## config.mk

```make
export PLATFORM = sky130hd
export DESIGN_NAME = multicycle_controller
export DESIGN_NICKNAME = d
export VERILOG_FILES = /design/src/rtl/multicycle_controller.sv
export SDC_FILE = /design/constraint.sdc
export NUM_CORES = 1
export LEC_CHECK = 0
export ABC_AREA = 0
export CAP_MARGIN = 20
export CORE_MARGIN = 2
export CORE_UTILIZATION = 43
export CTS_BUF_LIST = sky130_fd_sc_hd__clkbuf_4
export DETAILED_ROUTE_END_ITERATION = 8
export GPL_TIMING_DRIVEN = 0
export HOLD_SLACK_MARGIN = 0.15
export PLACE_DENSITY_LB_ADDON = 0.3
export SETUP_SLACK_MARGIN = 0.2
export SLEW_MARGIN = 20
export SYNTH_ARGS = -nofsm -noshare
export SYNTH_HDL_FRONTEND = slang
export SYNTH_SLANG_ARGS = --single-unit
```

## constraint.sdc

```tcl
create_clock -name CLK -period 1.8 [get_ports CLK]
set_clock_uncertainty 0.05 [all_clocks]
set_input_delay 0.36 -clock CLK [delete_from_list [all_inputs] [get_ports CLK]]
set_output_delay 0.36 -clock CLK [all_outputs]
set_load 0.05 [all_outputs]
```

## src/rtl/multicycle_controller.sv

```systemverilog
// ---------------------------------------------------------------------------
// multicycle_controller
//   Moore FSM that sequences the multicycle MIPS datapath. It owns every
//   datapath write enable, mux select and datapath reset. An instruction
//   takes 3 to 5 cycles through one shared ALU and one memory.
//
//   Outputs are registered. The next-state logic works out the state being
//   entered, and its control word is loaded alongside the state. The one
//   exception is the BEQ PC enable, which follows the live ALU zero flag in
//   the same cycle.
//
// Optional feature macro: ILLEGAL_TRAP_EN
//   defined   : ILLEGAL is terminal. halted=1 and all enables stay 0 until RST.
//   undefined : ILLEGAL is a one-cycle NOP that returns to FETCH. halted is 0.
//
// Ports
//   CLK                    in   rising-edge clock
//   RST                    in   asynchronous reset, active high
//   opcode[5:0]            in   IR[31:26]
//   funct[5:0]             in   IR[5:0]
//   zero                   in   ALU zero flag (combinational)
//   MWE, RFWE, PCE, IRWE   out  memory / RF / PC / IR write enables
//   MRST .. ALU_out_reg_RST out datapath register resets
//   ALU_sel[3:0]           out  ALU operation code
//   ALU_in_sel1[1:0]       out  0=PC 1=RF_out1_reg 2=shamt
//   ALU_in_sel2[1:0]       out  0=RF_out2_reg 1=const 1 2=Simm
//   PC_sel[1:0]            out  0=ALU_out 1=ALU_out_reg 2=jump target
//   M_to_RF_sel            out  RF write data (0=ALU reg, 1=DR)
//   RFD_sel                out  RF destination (0=rt, 1=rd)
//   ID_sel                 out  memory address (0=PC, 1=ALU reg)
//   halted                 out  core stopped on an illegal instruction
// ---------------------------------------------------------------------------
module multicycle_controller #(
  parameter logic [3:0] ALU_ADD = 4'd0,
  parameter logic [3:0] ALU_SUB = 4'd1,
  parameter logic [3:0] ALU_AND = 4'd2,
  parameter logic [3:0] ALU_OR  = 4'd3,
  parameter logic [3:0] ALU_SLT = 4'd4,
  parameter logic [3:0] ALU_SLL = 4'd5,
  parameter logic [3:0] ALU_SRL = 4'd6,
  parameter logic [3:0] ALU_NOR = 4'd7
) (
  input  logic       CLK,
  input  logic       RST,
  input  logic [5:0] opcode,
  input  logic [5:0] funct,
  input  logic       zero,
  output logic       MWE,
  output logic       RFWE,
  output logic       PCE,
  output logic       IRWE,
  output logic       MRST,
  output logic       RFRST,
  output logic       PCRRST,
  output logic       IRRST,
  output logic       DRRST,
  output logic       RF_out1_reg_RST,
  output logic       RF_out2_reg_RST,
  output logic       ALU_out_reg_RST,
  output logic [3:0] ALU_sel,
  output logic [1:0] ALU_in_sel1,
  output logic [1:0] ALU_in_sel2,
  output logic [1:0] PC_sel,
  output logic       M_to_RF_sel,
  output logic       RFD_sel,
  output logic       ID_sel,
  output logic       halted
);

  typedef enum logic [3:0] {
    S_RST, S_FETCH, S_DECODE, S_RTYPE, S_RWB, S_MEMADR, S_LW, S_LWB,
    S_SW, S_ADDI, S_IWB, S_BEQ, S_JUMP, S_ILLEGAL
  } state_t;

  // Full control word for one state.
  // beqGate lets the live zero flag drive PCE while the FSM sits in BEQ.
  typedef struct packed {
    logic       mwe;
    logic       rfwe;
    logic       pce;
    logic       irwe;
    logic [7:0] rsts;
    logic [3:0] aluSel;
    logic [1:0] in1;
    logic [1:0] in2;
    logic [1:0] pcSel;
    logic       mToRf;
    logic       rfd;
    logic       id;
    logic       halted;
    logic       beqGate;
  } ctrl_t;

  localparam ctrl_t RESET_CTRL = '{rsts: 8'hFF, default: '0};

  state_t state_q, state_d;
  ctrl_t  ctrl_q, ctrl_d;

  function automatic logic rtypeKnown(input logic [5:0] f);
    case (f)
      6'h20, 6'h22, 6'h24, 6'h25, 6'h2A, 6'h27, 6'h00, 6'h02: rtypeKnown = 1'b1;
      default:                                                 rtypeKnown = 1'b0;
    endcase
  endfunction

  function automatic ctrl_t decodeState(input state_t s, input logic [5:0] f);
    ctrl_t c;
    c = '0;
    case (s)
      S_RST:    c.rsts = 8'hFF;
      S_FETCH: begin
        c.irwe = 1'b1;
        c.pce  = 1'b1;
        c.in2  = 2'd1;
        c.aluSel = ALU_ADD;
      end
      S_DECODE: begin
        c.in2    = 2'd2;
        c.aluSel = ALU_ADD;
      end
      S_RTYPE: begin
        c.in1 = 2'd1;
        case (f)
          6'h20: c.aluSel = ALU_ADD;
          6'h22: c.aluSel = ALU_SUB;
          6'h24: c.aluSel = ALU_AND;
          6'h25: c.aluSel = ALU_OR;
          6'h2A: c.aluSel = ALU_SLT;
          6'h27: c.aluSel = ALU_NOR;
          // Shifts take the shift amount from the instruction, not rs.
          6'h00: begin c.aluSel = ALU_SLL; c.in1 = 2'd2; end
          6'h02: begin c.aluSel = ALU_SRL; c.in1 = 2'd2; end
          default: c.aluSel = ALU_ADD;
        endcase
      end
      S_RWB: begin
        c.rfwe = 1'b1;
        c.rfd  = 1'b1;
      end
      S_MEMADR, S_ADDI: begin
        c.in1    = 2'd1;
        c.in2    = 2'd2;
        c.aluSel = ALU_ADD;
      end
      S_LW:     c.id = 1'b1;
      S_LWB: begin
        c.rfwe  = 1'b1;
        c.mToRf = 1'b1;
      end
      S_SW: begin
        c.id  = 1'b1;
        c.mwe = 1'b1;
      end
      S_IWB:    c.rfwe = 1'b1;
      S_BEQ: begin
        c.in1     = 2'd1;
        c.aluSel  = ALU_SUB;
        c.pcSel   = 2'd1;
        c.beqGate = 1'b1;
      end
      S_JUMP: begin
        c.pcSel = 2'd2;
        c.pce   = 1'b1;
      end
      S_ILLEGAL: begin
`ifdef ILLEGAL_TRAP_EN
        c.halted = 1'b1;
`endif
      end
      default: c = '0;
    endcase
    return c;
  endfunction

  // Next-state logic. The control word for the state being entered is
  // computed here so that it is registered together with the state.
  always_comb begin
    state_d = state_q;
    case (state_q)
      S_RST:    state_d = S_FETCH;
      S_FETCH:  state_d = S_DECODE;
      S_DECODE: begin
        case (opcode)
          6'h00:        state_d = rtypeKnown(funct) ? S_RTYPE : S_ILLEGAL;
          6'h23, 6'h2B: state_d = S_MEMADR;
          6'h04:        state_d = S_BEQ;
          6'h08:        state_d = S_ADDI;
          6'h02:        state_d = S_JUMP;
          default:      state_d = S_ILLEGAL;
        endcase
      end
      S_RTYPE:  state_d = S_RWB;
      S_MEMADR: state_d = (opcode == 6'h23) ? S_LW : S_SW;
      S_LW:     state_d = S_LWB;
      S_ADDI:   state_d = S_IWB;
      S_RWB, S_LWB, S_SW, S_IWB, S_BEQ, S_JUMP: state_d = S_FETCH;
      S_ILLEGAL: begin
`ifdef ILLEGAL_TRAP_EN
        state_d = S_ILLEGAL;
`else
        state_d = S_FETCH;
`endif
      end
      default:  state_d = S_RST;
    endcase
    ctrl_d = decodeState(state_d, funct);
  end

  // State and registered control word. Reset forces S_RST immediately and
  // cancels any pending RF or memory write.
  always_ff @(posedge CLK or posedge RST) begin
    if (RST) begin
      state_q <= S_RST;
      ctrl_q  <= RESET_CTRL;
    end else begin
      state_q <= state_d;
      ctrl_q  <= ctrl_d;
    end
  end

  assign MWE             = ctrl_q.mwe;
  assign RFWE            = ctrl_q.rfwe;
  assign PCE             = ctrl_q.pce | (ctrl_q.beqGate & zero);
  assign IRWE            = ctrl_q.irwe;
  assign MRST            = ctrl_q.rsts[7];
  assign RFRST           = ctrl_q.rsts[6];
  assign PCRRST          = ctrl_q.rsts[5];
  assign IRRST           = ctrl_q.rsts[4];
  assign DRRST           = ctrl_q.rsts[3];
  assign RF_out1_reg_RST = ctrl_q.rsts[2];
  assign RF_out2_reg_RST = ctrl_q.rsts[1];
  assign ALU_out_reg_RST = ctrl_q.rsts[0];
  assign ALU_sel         = ctrl_q.aluSel;
  assign ALU_in_sel1     = ctrl_q.in1;
  assign ALU_in_sel2     = ctrl_q.in2;
  assign PC_sel          = ctrl_q.pcSel;
  assign M_to_RF_sel     = ctrl_q.mToRf;
  assign RFD_sel         = ctrl_q.rfd;
  assign ID_sel          = ctrl_q.id;
  assign halted          = ctrl_q.halted;

endmodule

```

; After elaboration in Yosys (flattened, before gate mapping)
; Cells that the tools add are included.
[op_classes]
eq_ne = 37
muxes = 22
n_bitwise = 2
n_reduce_logical = 13
[op_table]
columns = op, n
row1 = "6-bit equality test, second input constant", 8
row2 = "4-bit equality test, second input constant", 11
row3 = "4-bit by 3-bit equality test with 1-bit output, second input constant", 8
row4 = 4-bit case mux with 7 select lines, 1
row5 = 3-bit case mux with 7 select lines, 1
row6 = 4-bit case mux with 5 select lines, 1
row7 = "4-bit by 2-bit equality test with 1-bit output, second input constant", 4
row8 = 8-bit OR reduction, 2
row9 = "6-bit by 2-bit equality test with 1-bit output, second input constant", 2
row10 = 6-bit zero test, 2
row11 = 2-bit case mux with 2 select lines, 3
row12 = 1-bit 2-to-1 mux, 11
row13 = 3-bit OR reduction, 3
row14 = "4-bit by 1-bit equality test with 1-bit output, second input constant", 2
row15 = 4-bit zero test, 2
row16 = 4-bit 2-to-1 mux, 2
row17 = 8-bit 2-to-1 mux, 1
row18 = 2-bit OR reduction, 4
row19 = "6-bit by 3-bit equality test with 1-bit output, second input constant", 1
row20 = "6-bit by 4-bit equality test with 1-bit output, second input constant", 1
row21 = 3-bit case mux with 2 select lines, 1
row22 = 2-bit 2-to-1 mux, 1
row23 = 1-bit AND, 1
row24 = 1-bit OR, 1
[totals]
regBits = 30
out_inout_bits = 26
word_cells = 88

; Depth between registers and ports, before layout
; Gate-level depths: netlist of run 1.
[logic_depth]
word_depth = 11
depth_mapped = 8

; Least setup slack after synthesis of run 1
; Ideal clock, no wire load.
[synth_timing]
path_kind = in2reg
startpoint = input opcode[5]
endpoint = register ctrl_q, in the netlist ALU_in_sel1[0]
setup_time_ns = 0.080
t_arrival_ns = 1.844
required_time_ns = 1.670
slack_ns = -0.174
cell_stages = 5
n_path_buf = 0
cell_sequence = or4_4 -> o311a_1 -> a21o_1 -> a311o_1 -> o22ai_2
[synth_rtl]
columns = item, line
row1 = "start, declared", 45  ; input logic [5:0] opcode,
row2 = "end signal, assigned", 217  ; ctrl_q <= ctrl_d;
row3 = "end, declared", 97  ; ctrl_t ctrl_q, ctrl_d;

==> results.md, run 1 <==
* Main synth FF type: dfrtp_1
* CTS tree: done
* Endpoints failing hold at 0
* ANT cells at 0
* DR vias at between 1,000 and 1,500
* CTS buffer count at 3
* Setup Viol. Count Final at 3
* Initial Util at a little under half
* GP Congestion at between 0.8 and 0.9
* Row count at 19
* Worst Tran Pin Value at 0.743 ns
* Drt initial violations at 22
* Crit share post-route at 102%
* Die width at 57.9 um
* Pleak at between 0.9 and 1 nW
* Final hold slack at 0.416 ns
* Worst reg2reg path startpoint: state_q[2]
* Setup ws final at -0.0304 ns
* CORE AREA at ~2800 sq um
* Slew HR at 50.4%
* Overall power at ~2.6 mW
* DP HPWL at ~2 mm
* Placed Cells incl. Taps at 209
* Power Dens Cells at ~1300 nW/um^2
* Hold buffers post-CTS at 0
* Via density at 5.24
* Ys Warns at 0
* Register area share after synthesis at between 40% and 50%
* Syn_area_per_cell at 8.91 sq um
* Maxcap violations at 0
* Post-Syn Area at about 1200 sq um
* CTS root buf: clkbuf_4
* Hold WC Path Type: in -> async
* Commonest non-fill, non-tap cell in the layout: buf_4
* Routed Antenna Nets at 0
* Die area at 3350 sq um
* Filler cells at roughly 200
* DRT Wirelength at 3.03 mm
* GRT Total Usage at 18.6%
* Setup crit end kind: flip-flop
* Outcome: finished, violations left
* Wire per inst at ~13 um
* Tmin final at between 1.5 and 2 ns
* H-tree depth at 1
* Max VDD drop at around 1300 uV
* Drt pass-1 iters at 4
* EDFF count, synth at 0
* Final std cells w/o fill at 229
* Dpl ws at -0.694 ns
* Num ports at 41
* Critical R2R Capture: ALU_in_sel2[1]
* Startpoint Class: flip-flop
* Area added between synthesis and finish at 59.4%
* Critical path fanouts, max at 10
* Final nets at ~210
* Req. time, crit path at 1.96 ns
* CTS Buffer Depth at 2
* DRC viols at 0
* Worst skew pair latency at 0.31 ns
* Port Buffers at 37
* Achievable frequency at between 0.5 and 0.6 GHz
* R2R Setup Slk at -0.03 ns
* Clock transition at path regs at roughly 0.11 ns
* Initial antenna violation count at 0
* Most frequent cells in the layout: 26 x buf_4, 19 x dfrtp_1, 13 x buf_6
* RSZ-0062 raised after global routing: yes
* Share of cells above drive strength 1 at between 40% and 50%
* Synth cell types at 45
* Crit path DAT at about 2.0 ns
* First-pass GRT wire length at between 4 and 5 mm
* Post-synthesis async set-or-reset flop share at 100%
* R2R cell count at 7
* Clk sink count at 20
* Cells after synthesis at 140
* Vias in the first global route at between 1,000 and 1,500
* Flops & latches, synth at 20
* Failing checks: negative setup slack
* Final Max Slew Viols at 0
* Largest net degree at the start of global routing at 21
* Die Span Y at around 58 um
* Critical path class: reg -> reg
* GRT overflow at 0
[final cells by class]
type / instances / area [sq um] / area share (%)
Inverter: 7 / 26.3 / 1.32
Tap cell: 31 / 38.8 / 1.95
Clock buffer: 3 / 22.5 / 1.13
Multi-Input combinational cell: 90 / 679 / 34.2
Timing Repair Buffer: 53 / 513 / 25.8
Sequential cell: 20 / 502 / 25.2
Buffer: 24 / 203 / 10.2
Clock inverter: 1 / 3.75 / 0.189
[where the power goes]
group | internal [mW] | leakage (nW) | switching (mW)
registers | 0.569 | 0.261 | 0.0460
logic | 0.724 | 0.660 | 1.01
clock network | 0.0812 | 0.0154 | 0.139
total | 1.37 | 0.936 | 1.20
[stage by stage]
| step | TNS [ns] | util, % | cell area [sq um] |
|---|---|---|---|
| 2_1_floorplan | -0.176 | - | 1250 |
| 3_3_place_gp | -6.63 | 60.2 | 1660 |
| 3_5_place_dp | -7.28 | 60.2 | 1660 |
| 4_1_cts | -0.0419 | 69.1 | 1910 |
| 5_1_grt | -0.489 | 72.1 | 1990 |
| 6_report | -0.0489 | 72.1 | 1990 |
[per-layer routing]
metal,global-route usage [%],share of wire (%),up-vias
met5,0,0,-
met4,7.31,1.3,0
met3,1.79,6.0,4
met2,34.4,53,45
met1,21.9,40,559
li1,-,-,593
[worst max path at each step]
stage                           from        endpoint  slack, ns  depth (start not counted)
final                     state_q[2]  ALU_in_sel2[1]      -0.03                          7
after global routing      state_q[2]  ALU_in_sel2[1]      -0.13                          8
after CTS                  opcode[0]  ALU_in_sel1[0]      -0.04                          6
after detailed placement   opcode[5]  ALU_in_sel1[0]      -0.69                          8
after floorplan            opcode[5]      ALU_sel[1]      -0.07                          6
after global placement     opcode[5]      ALU_sel[1]      -0.65                          7
[flip-flops by register name (all words and copies together), names as in the netlist]
register and count:
ALU_in_sel2 2, MWE 1, PC_sel 2, ALU_in_sel1 2, state_q 4, ID_sel 1, RFWE 1, ctrl_q 1
M_to_RF_sel 1, RFD_sel 1, ALU_sel 3, RFRST 1
[what timing repair did]
| item | CTS | global route |
|---|---|---|
| endpoints found under the setup margin | 36 | 22 |
| gates resized for setup | 151 | 22 |
| setup buffers | 12 | 4 |
| pin swaps | 14 | 11 |
[cells in the mapped netlist (all sizes together), types with 3 or more instances]
library cell | n | share of area, %
and3 | 4 | 2.0
clkbuf | 6 | 1.8
inv | 7 | 2.1
nand3 | 3 | 1.2
dfrtp | 19 | 38
nand2b | 5 | 2.5
nor3 | 5 | 2.0
or3 | 3 | 1.5
a21o | 3 | 1.8
nand2 | 11 | 3.3
a21oi | 4 | 1.6
o211ai | 3 | 1.8
buf | 18 | 11
o21ai | 5 | 2.0
nor2 | 13 | 4.1
[cells by family (layout without fill, tap and decap cells)]
family                 Yosys count  after routing  synth area share [%]
other                            1              2                 0.301
AO/OA/AOI/OAI                   34             34                  21.1
flip-flops                      20             20                  40.2
AND/OR/NAND/NOR                 52             52                  22.3
XOR/XNOR                         2              2                  1.40
buffers and inverters           31             88                  14.7
[worst max-delay path: stages, from the launching register on]
cell and delay [ns]:
dfrtp_1 0.41, clkbuf_4 0.21, o31a_1 0.33, o32ai_2 0.22, a21o_1 0.19, buf_4 0.14
xnor2_2 0.11, o21ai_1 0.08
No activity file was read; power rests on OpenSTA's default activity.
==> run 2, diff against run 1 <==
Settings changed: CORE_UTILIZATION 43 to 50, SETUP_SLACK_MARGIN 0.2 to 0.3.
Clock period 1.8 ns to 2.2 ns, I/O delays scaled along.
==> run 2 against run 1 <==
  * The run now ends clean
  * Hold slack better by 0.077 ns
  * Global-route usage increased by 5.8 points
  * Register-to-register slack better by 0.31 ns
  * Maximum frequency fell by 4.5%
  * Utilization increased by 2.7 points
  * Design area is 9.4% lower
  * Routed wire length up 8.5%
  * Final cell count fell by 2.6%
  * Via count increased by 5.2%
  * Sequential power decreased by 17%
  * Critical path depth down 1
  * Largest cell class is now multi-input gates
  * Highest routed layer unchanged
==> results.md, run 2 (same netlist as run 1, synthesis figures left out) <==
* Outcome: completed
* DRT Wirelength at 3.29 mm
* Setup ws final at about 0.28 ns
* Share of cells above drive strength 1 at roughly 37%
* CP top delay family: compound AO/OA/AOI/OAI gates
* Row count at 18
* Area added between synthesis and finish at 44.4%
* Initial Util at approximately half
* DRC viols at 0
* First-pass GRT wire length at 5.09 mm
* R2R cell count at 6
* Clock transition at path regs at between 0.1 and 0.15 ns
* Final nets at approximately 210
* Crit path DAT at a little over 2 ns
* Worst Min Path Start: funct[4]
* GP Congestion at about 0.84
* Placed Cells incl. Taps at 208
* Critical path fanouts, max at 10
* Dpl ws at -0.390 ns
* Psw at 0.952 mW
* Placed cell area at about 1700 sq um
* Endpoints failing hold at 0
* DP HPWL at roughly 2 mm
* H-tree depth at 1
* Pleak at slightly above 0.9 nW
* Clock share of power at 9.6%
* Slew HR at a little over half
* Reg with most FFs: state_q
* Final std cells w/o fill at about 220
* Wire per inst at approximately 15 um
* Filler cells at between 150 and 200
* GRT overflow at 0
* Port Buffers at 37
* CTS tree: done
* Initial antenna violation count at 0
* Drt initial violations at 53
* Drt pass-1 iters at 4
* ANT cells at 0
* Achievable frequency at ~0.52 GHz
* DR vias at approximately 1,300
* P_int at about 1.1 mW
* Tmin final at 1.92 ns
* Req. time, crit path at around 2.3 ns
* Hold WC Path Type: in -> reg
* Num ports at 41
* Worst skew pair latency at about 0.31 ns
* Vias in the first global route at between 1,000 and 1,500
* Power Dens Cells at between 1000 and 1500 nW/um^2
* Maxcap violations at 0
* Final hold slack at a little under 0.5 ns
* Largest net degree at the start of global routing at 21
* Max VDD drop at between 1000 and 1500 uV
* Die area at a little under 3000 sq um
* Die width at approximately 54 um
* Hold buffers post-CTS at 0
* CTS Buffer Depth at 2
* Slowest cell on the critical path: o41ai_1
* Worst-path cell chain: clkbuf_2 > o41ai_1 > a21oi_1 > nand3_1 > nand2b_1 > o22ai_2
* R2R Setup Slk at 0.28 ns
* Setup Viol. Count Final at 0
* Most frequent cells in the layout: 29 x buf_4, 19 x dfrtp_1, 18 x dlygate4sd2_1
* RSZ-0062 raised after global routing: no
* Clk sink count at 20
* Reg power frac at approximately a quarter
* Crit share post-route at around 87%
* Die Span Y at between 50 and 60 um
* GRT Total Usage at between 20 and 25%
* Crit path largest cell delay at 0.53 ns
* Commonest non-fill, non-tap cell in the layout: buf_4
* Overall power at 2.01 mW
* Routed Antenna Nets at 0
* Hold EP: ALU_sel[1]
* Critical path class: reg -> reg
* CTS root buf: clkbuf_4
* Worst path bufs/invs at 1
* Final Max Slew Viols at 0
* Setup crit end kind: flip-flop
* Final instance area at between 1500 and 2000 sq um
* Worst Tran Pin Value at 0.712 ns
* Comb pwr share at between 60% and 70%
* Sw frac at 47.5%
* CORE AREA at about 2400 sq um
* Via density at between 5 and 6
* Critical R2R Capture: ALU_in_sel1[0]
* Startpoint Class: flip-flop
* Max FFs per register at 4
* Worst reg2reg path startpoint: state_q[3]
* CTS buffer count at 3
* Hold depth at 2
[run 2: cell count changes in the layout (fill, tap and decap cells not counted), sizes merged]
cell / change
clkdlybuf4s15: -10
dlygate4sd2: +10
buf: -6
clkbuf: +2
clkdlybuf4s50: -1
clkinv: -1
dlymetal6s2s: +1
[run 2: area by class of cell]
| type | instances | area (sq um) | area share (%) |
|---|---|---|---|
| multi-input cells | 90 | 644 | 35.8 |
| flip-flops and latches | 20 | 502 | 27.8 |
| clock buffers | 4 | 30.0 | 1.67 |
| well taps | 30 | 37.5 | 2.08 |
| inverters | 7 | 26.3 | 1.46 |
| plain buffers | 24 | 181 | 10.1 |
| repair buffers | 48 | 380 | 21.1 |
[run 2: routing by layer]
layer / global-route usage, % / up-vias / wire length (um)
met2: 43.1 / 74 / 1780
met5: 0 / - / 0
met3: 3.89 / 11 / 255
li1: - / 583 / -
met4: 8.97 / 0 / 79
met1: 29.6 / 595 / 1180
[run 2: how the worst max path moves through the flow]
stage | from | to | slack (ns) | cells after the start
floorplan | opcode[5] | ALU_sel[1] | 0.25 | 6
global placement | opcode[5] | ALU_sel[1] | -0.32 | 7
detailed placement | opcode[5] | ALU_sel[1] | -0.39 | 7
CTS | RFRST | PCRRST | 0.17 | 2
global route | state_q[3] | ALU_in_sel1[0] | 0.28 | 6
finish | state_q[3] | ALU_in_sel1[0] | 0.28 | 6
[run 2: power groups by stage]
stage / Sequential, mW / Combinational, mW / Clock, mW
finish: 0.507 / 1.31 / 0.192
floorplan: 0.623 / 0.719 / 0
CTS: 0.501 / 1.21 / 0.186
detailed placement: 0.505 / 1.13 / 0
global placement: 0.504 / 1.10 / 0
global route: 0.513 / 1.39 / 0.205
[run 2: metrics by stage]
step	TNS (ns)	util, %
floorplan	0	-
global placement	-2.07	68.8
detailed placement	-2.65	68.8
CTS	0	74.4
global route	0	74.8
finish	0	74.8
[run 2: repair_timing]
item / in CTS / in global routing
pin swaps: 9 / 9
resized for setup: 80 / 37
endpoints found under the setup margin: 35 / 17
setup buffers: 8 / 3
==> run 3, diff against run 2 <==
--- a/config.mk
+++ b/config.mk
@@ -6,5 +6,5 @@
 export NUM_CORES = 1
 export LEC_CHECK = 0
-export ABC_AREA = 0
+export ABC_AREA = 1
 export CAP_MARGIN = 20
 export CORE_MARGIN = 2
@@ -16,5 +16,5 @@
 export PLACE_DENSITY_LB_ADDON = 0.3
 export SETUP_SLACK_MARGIN = 0.3
-export SLEW_MARGIN = 20
+export SLEW_MARGIN = 10
 export SYNTH_ARGS = -nofsm -noshare
 export SYNTH_HDL_FRONTEND = slang
--- a/constraint.sdc
+++ b/constraint.sdc
@@ -3,3 +3,3 @@
 set_input_delay 0.44 -clock CLK [delete_from_list [all_inputs] [get_ports CLK]]
 set_output_delay 0.44 -clock CLK [all_outputs]
-set_load 0.05 [all_outputs]
+set_load 0.01 [all_outputs]
==> run 3 against run 2 <==
  * Sequential share of layout area shrank 0.79 points
  * Global-route usage shrank 5.1 points
  * Power shrank 5.6%
  * Sequential cell count is the same
  * Maximum frequency grew 5.7%
  * Synthesized cell count grew 22%
  * Design area grew 2.9%
  * Die area grew 5.0%
  * Hold slack lost 0.0087 ns
  * Register-to-register slack gained 0.25 ns
==> results.md, run 3 <==
* Crit share post-route at a little over 80%
* Power Dens Cells at around 1000 nW/um^2
* Startpoint Class: flip-flop
* Drt pass-1 iters at 4
* Via density at approximately 4.8
* Worst reg2reg path startpoint: state_q[2]
* Routed Antenna Nets at 0
* Setup crit end kind: output port
* Drt initial violations at 25
* Worst Tran Pin Value at ~0.71 ns
* Flops & latches, synth at 20
* Row count at 18
* Filler cells at 192
* Die area at roughly 3100 sq um
* Max FFs per register at 4
* Crit path DAT at 1.32 ns
* Maxcap violations at 0
* Main synth FF type: dfrtp_1
* Achievable frequency at about 0.55 GHz
* Die Span Y at between 50 and 60 um
* CTS buffer count at 3
* Critical path class: reg -> out
* RSZ-0062 raised after global routing: yes
* DRT Wirelength at 2.86 mm
* DRC viols at 0
* Wire per inst at 11.5 um
* CTS root buf: clkbuf_4
* Initial Util at 53.1%
* Post-synthesis async set-or-reset flop share at 100%
* Placed Cells incl. Taps at 240
* First-pass GRT wire length at 4.79 mm
* Setup Viol. Count Final at 0
* Endpoints failing hold at 0
* Initial antenna violation count at 0
* Hold WC Path Type: in -> async
* Multi-input logic area at 589 sq um
* Synth cell types at 27
* Critical path startpoint: RFRST
* Final Max Slew Viols at 0
* Num ports at slightly above 40
* Die width at ~55 um
* Dpl ws at 0.0675 ns
* H-tree depth at 1
* Clock transition at path regs at between 0.1 and 0.15 ns
* Top post-synthesis cells by count: 26 x nand2_1, 23 x inv_1, 19 x dfrtp_1, 19 x nor2_1, 18 x buf_4
* EDFF count, synth at 0
* ANT cells at 0
* Final hold slack at around 0.48 ns
* DR vias at between 1,000 and 1,500
* Placed cell area at between 1500 and 2000 sq um
* Post-Syn Area at 1320 sq um
* Req. time, crit path at around 1.7 ns
* Top cell type's share of synthesized area at between 30% and 40%
* Pleak at ~1.1 nW
* Final instance area at around 1900 sq um
* Register area share after synthesis at 38.2%
* CTS tree: done
* Tmin final at approximately 1.8 ns
* Final std cells w/o fill at 248
* Vias in the first global route at 1,200
* Clk sink count at 20
* Yosys top cell by area: dfrtp_1
* Critical path fanouts, max at 4
* Share of cells above drive strength 1 at 34.9%
* Port Buffers at 38
* Storage cell area at 502 sq um
* Ys Warns at 0
* Fin Setup TNS at 0 ns
* Most frequent cells in the layout: 22 x inv_1, 22 x nand2_1, 22 x buf_4, 22 x clkdlybuf4s50_1, 19 x dfrtp_1
* GRT Total Usage at between 10% and 20%
* Most common cell in the synthesized netlist: nand2_1
* GP Congestion at 0.846
* Max VDD drop at about 650 uV
* Cells after synthesis at 171
* Reg with most FFs: state_q
* DP HPWL at around 2.2 mm
* Final nets at roughly 230
* GRT overflow at 0
* Hold buffers post-CTS at 0
* Ranking of synthesized cells by area: dfrtp_1 36%, buf_4 10%, nand2_1 7.4%
* Worst skew pair latency at ~0.30 ns
* Outcome: completed
* Largest net degree at the start of global routing at 21
* Syn_area_per_cell at between 7 and 8 sq um
* Slew HR at between 50% and 60%
* CORE AREA at between 2000 and 2500 sq um
* Area added between synthesis and finish at 41.0%
* Setup ws final at approximately 0.39 ns
* CTS Buffer Depth at 2
## run 3: changes by cell type in the layout (fill, tap and decap cells not counted), sizes merged, moves of 12 or more
cell | previous run | this run
nand2 | 11 | 33
nand3 | 3 | 15
clkdlybuf4s50 | 2 | 22
nor2 | 13 | 30
inv | 7 | 33
buf | 42 | 22
dlygate4sd2 | 18 | 4
## run 3: path summary, 6_finish.rpt
path / endpoint / slack [ns] / depth (start not counted)
max in group asynchronous: state_q[0] / 1.17 / 2
worst min-delay path: ALU_sel[0] / 0.48 / 2
min in group CLK: ALU_sel[2] / 0.49 / 3
worst max register to register: ALU_in_sel2[1] / 0.53 / 9
worst max-delay path: IRRST / 0.39 / 3
worst min register to register: RFRST / 0.56 / 2
## run 3: where the power goes
part / switching [mW] / total [mW] / internal, mW
Combinational: 0.604 / 1.05 / 0.451
Sequential: 0.0699 / 0.541 / 0.472
Clock: 0.115 / 0.299 / 0.184
Total: 0.788 / 1.89 / 1.11
## run 3: kinds of logic after synthesis
group           synth area share, %
compound gates                 8.47
buf+inv                        20.4
other cells                   0.285
simple gates                   32.7
flops                          38.2
## run 3: through the flow
stage	power, mW	utilization, %
2_1_floorplan	1.26	-
3_3_place_gp	1.53	70.1
3_5_place_dp	1.59	70.1
4_1_cts	1.88	72.7
5_1_grt	2.04	74.8
6_report	1.89	74.8
## run 3: critical path, cell delays in order (launching register included)
cell and delay (ns):
dfstp_2 0.57, buf_4 0.12, buf_4 0.09, dlygate4sd2_1 0.25
## run 3: per-layer routing
layer	vias to the layer above	part of all wire, %	track usage [%]
met5	-	0	0
met4	0	1.9	8.36
met3	7	4.7	1.64
met2	42	56	39.6
met1	540	37	18.9
li1	600	-	-
## run 3: cell type report
cell class | instances | share of cell area [%]
Multi-Input combinational cell | 100 | 31.8
Sequential cell | 20 | 27.1
Timing Repair Buffer | 42 | 21.9
Buffer | 18 | 7.29
Inverter | 34 | 7.15
Tap cell | 30 | 2.02
Clock inverter | 1 | 1.62
Clock buffer | 3 | 1.21
## run 3: timing repair
| action | in CTS | in global routing |
|---|---|---|
| buffers inserted | 3 | 1 |
| pin swaps | 0 | 9 |
| endpoints found under the setup margin | 9 | 11 |
| gates resized for setup | 8 | 29 |
| endpoints found under the hold margin | 0 | 0 |
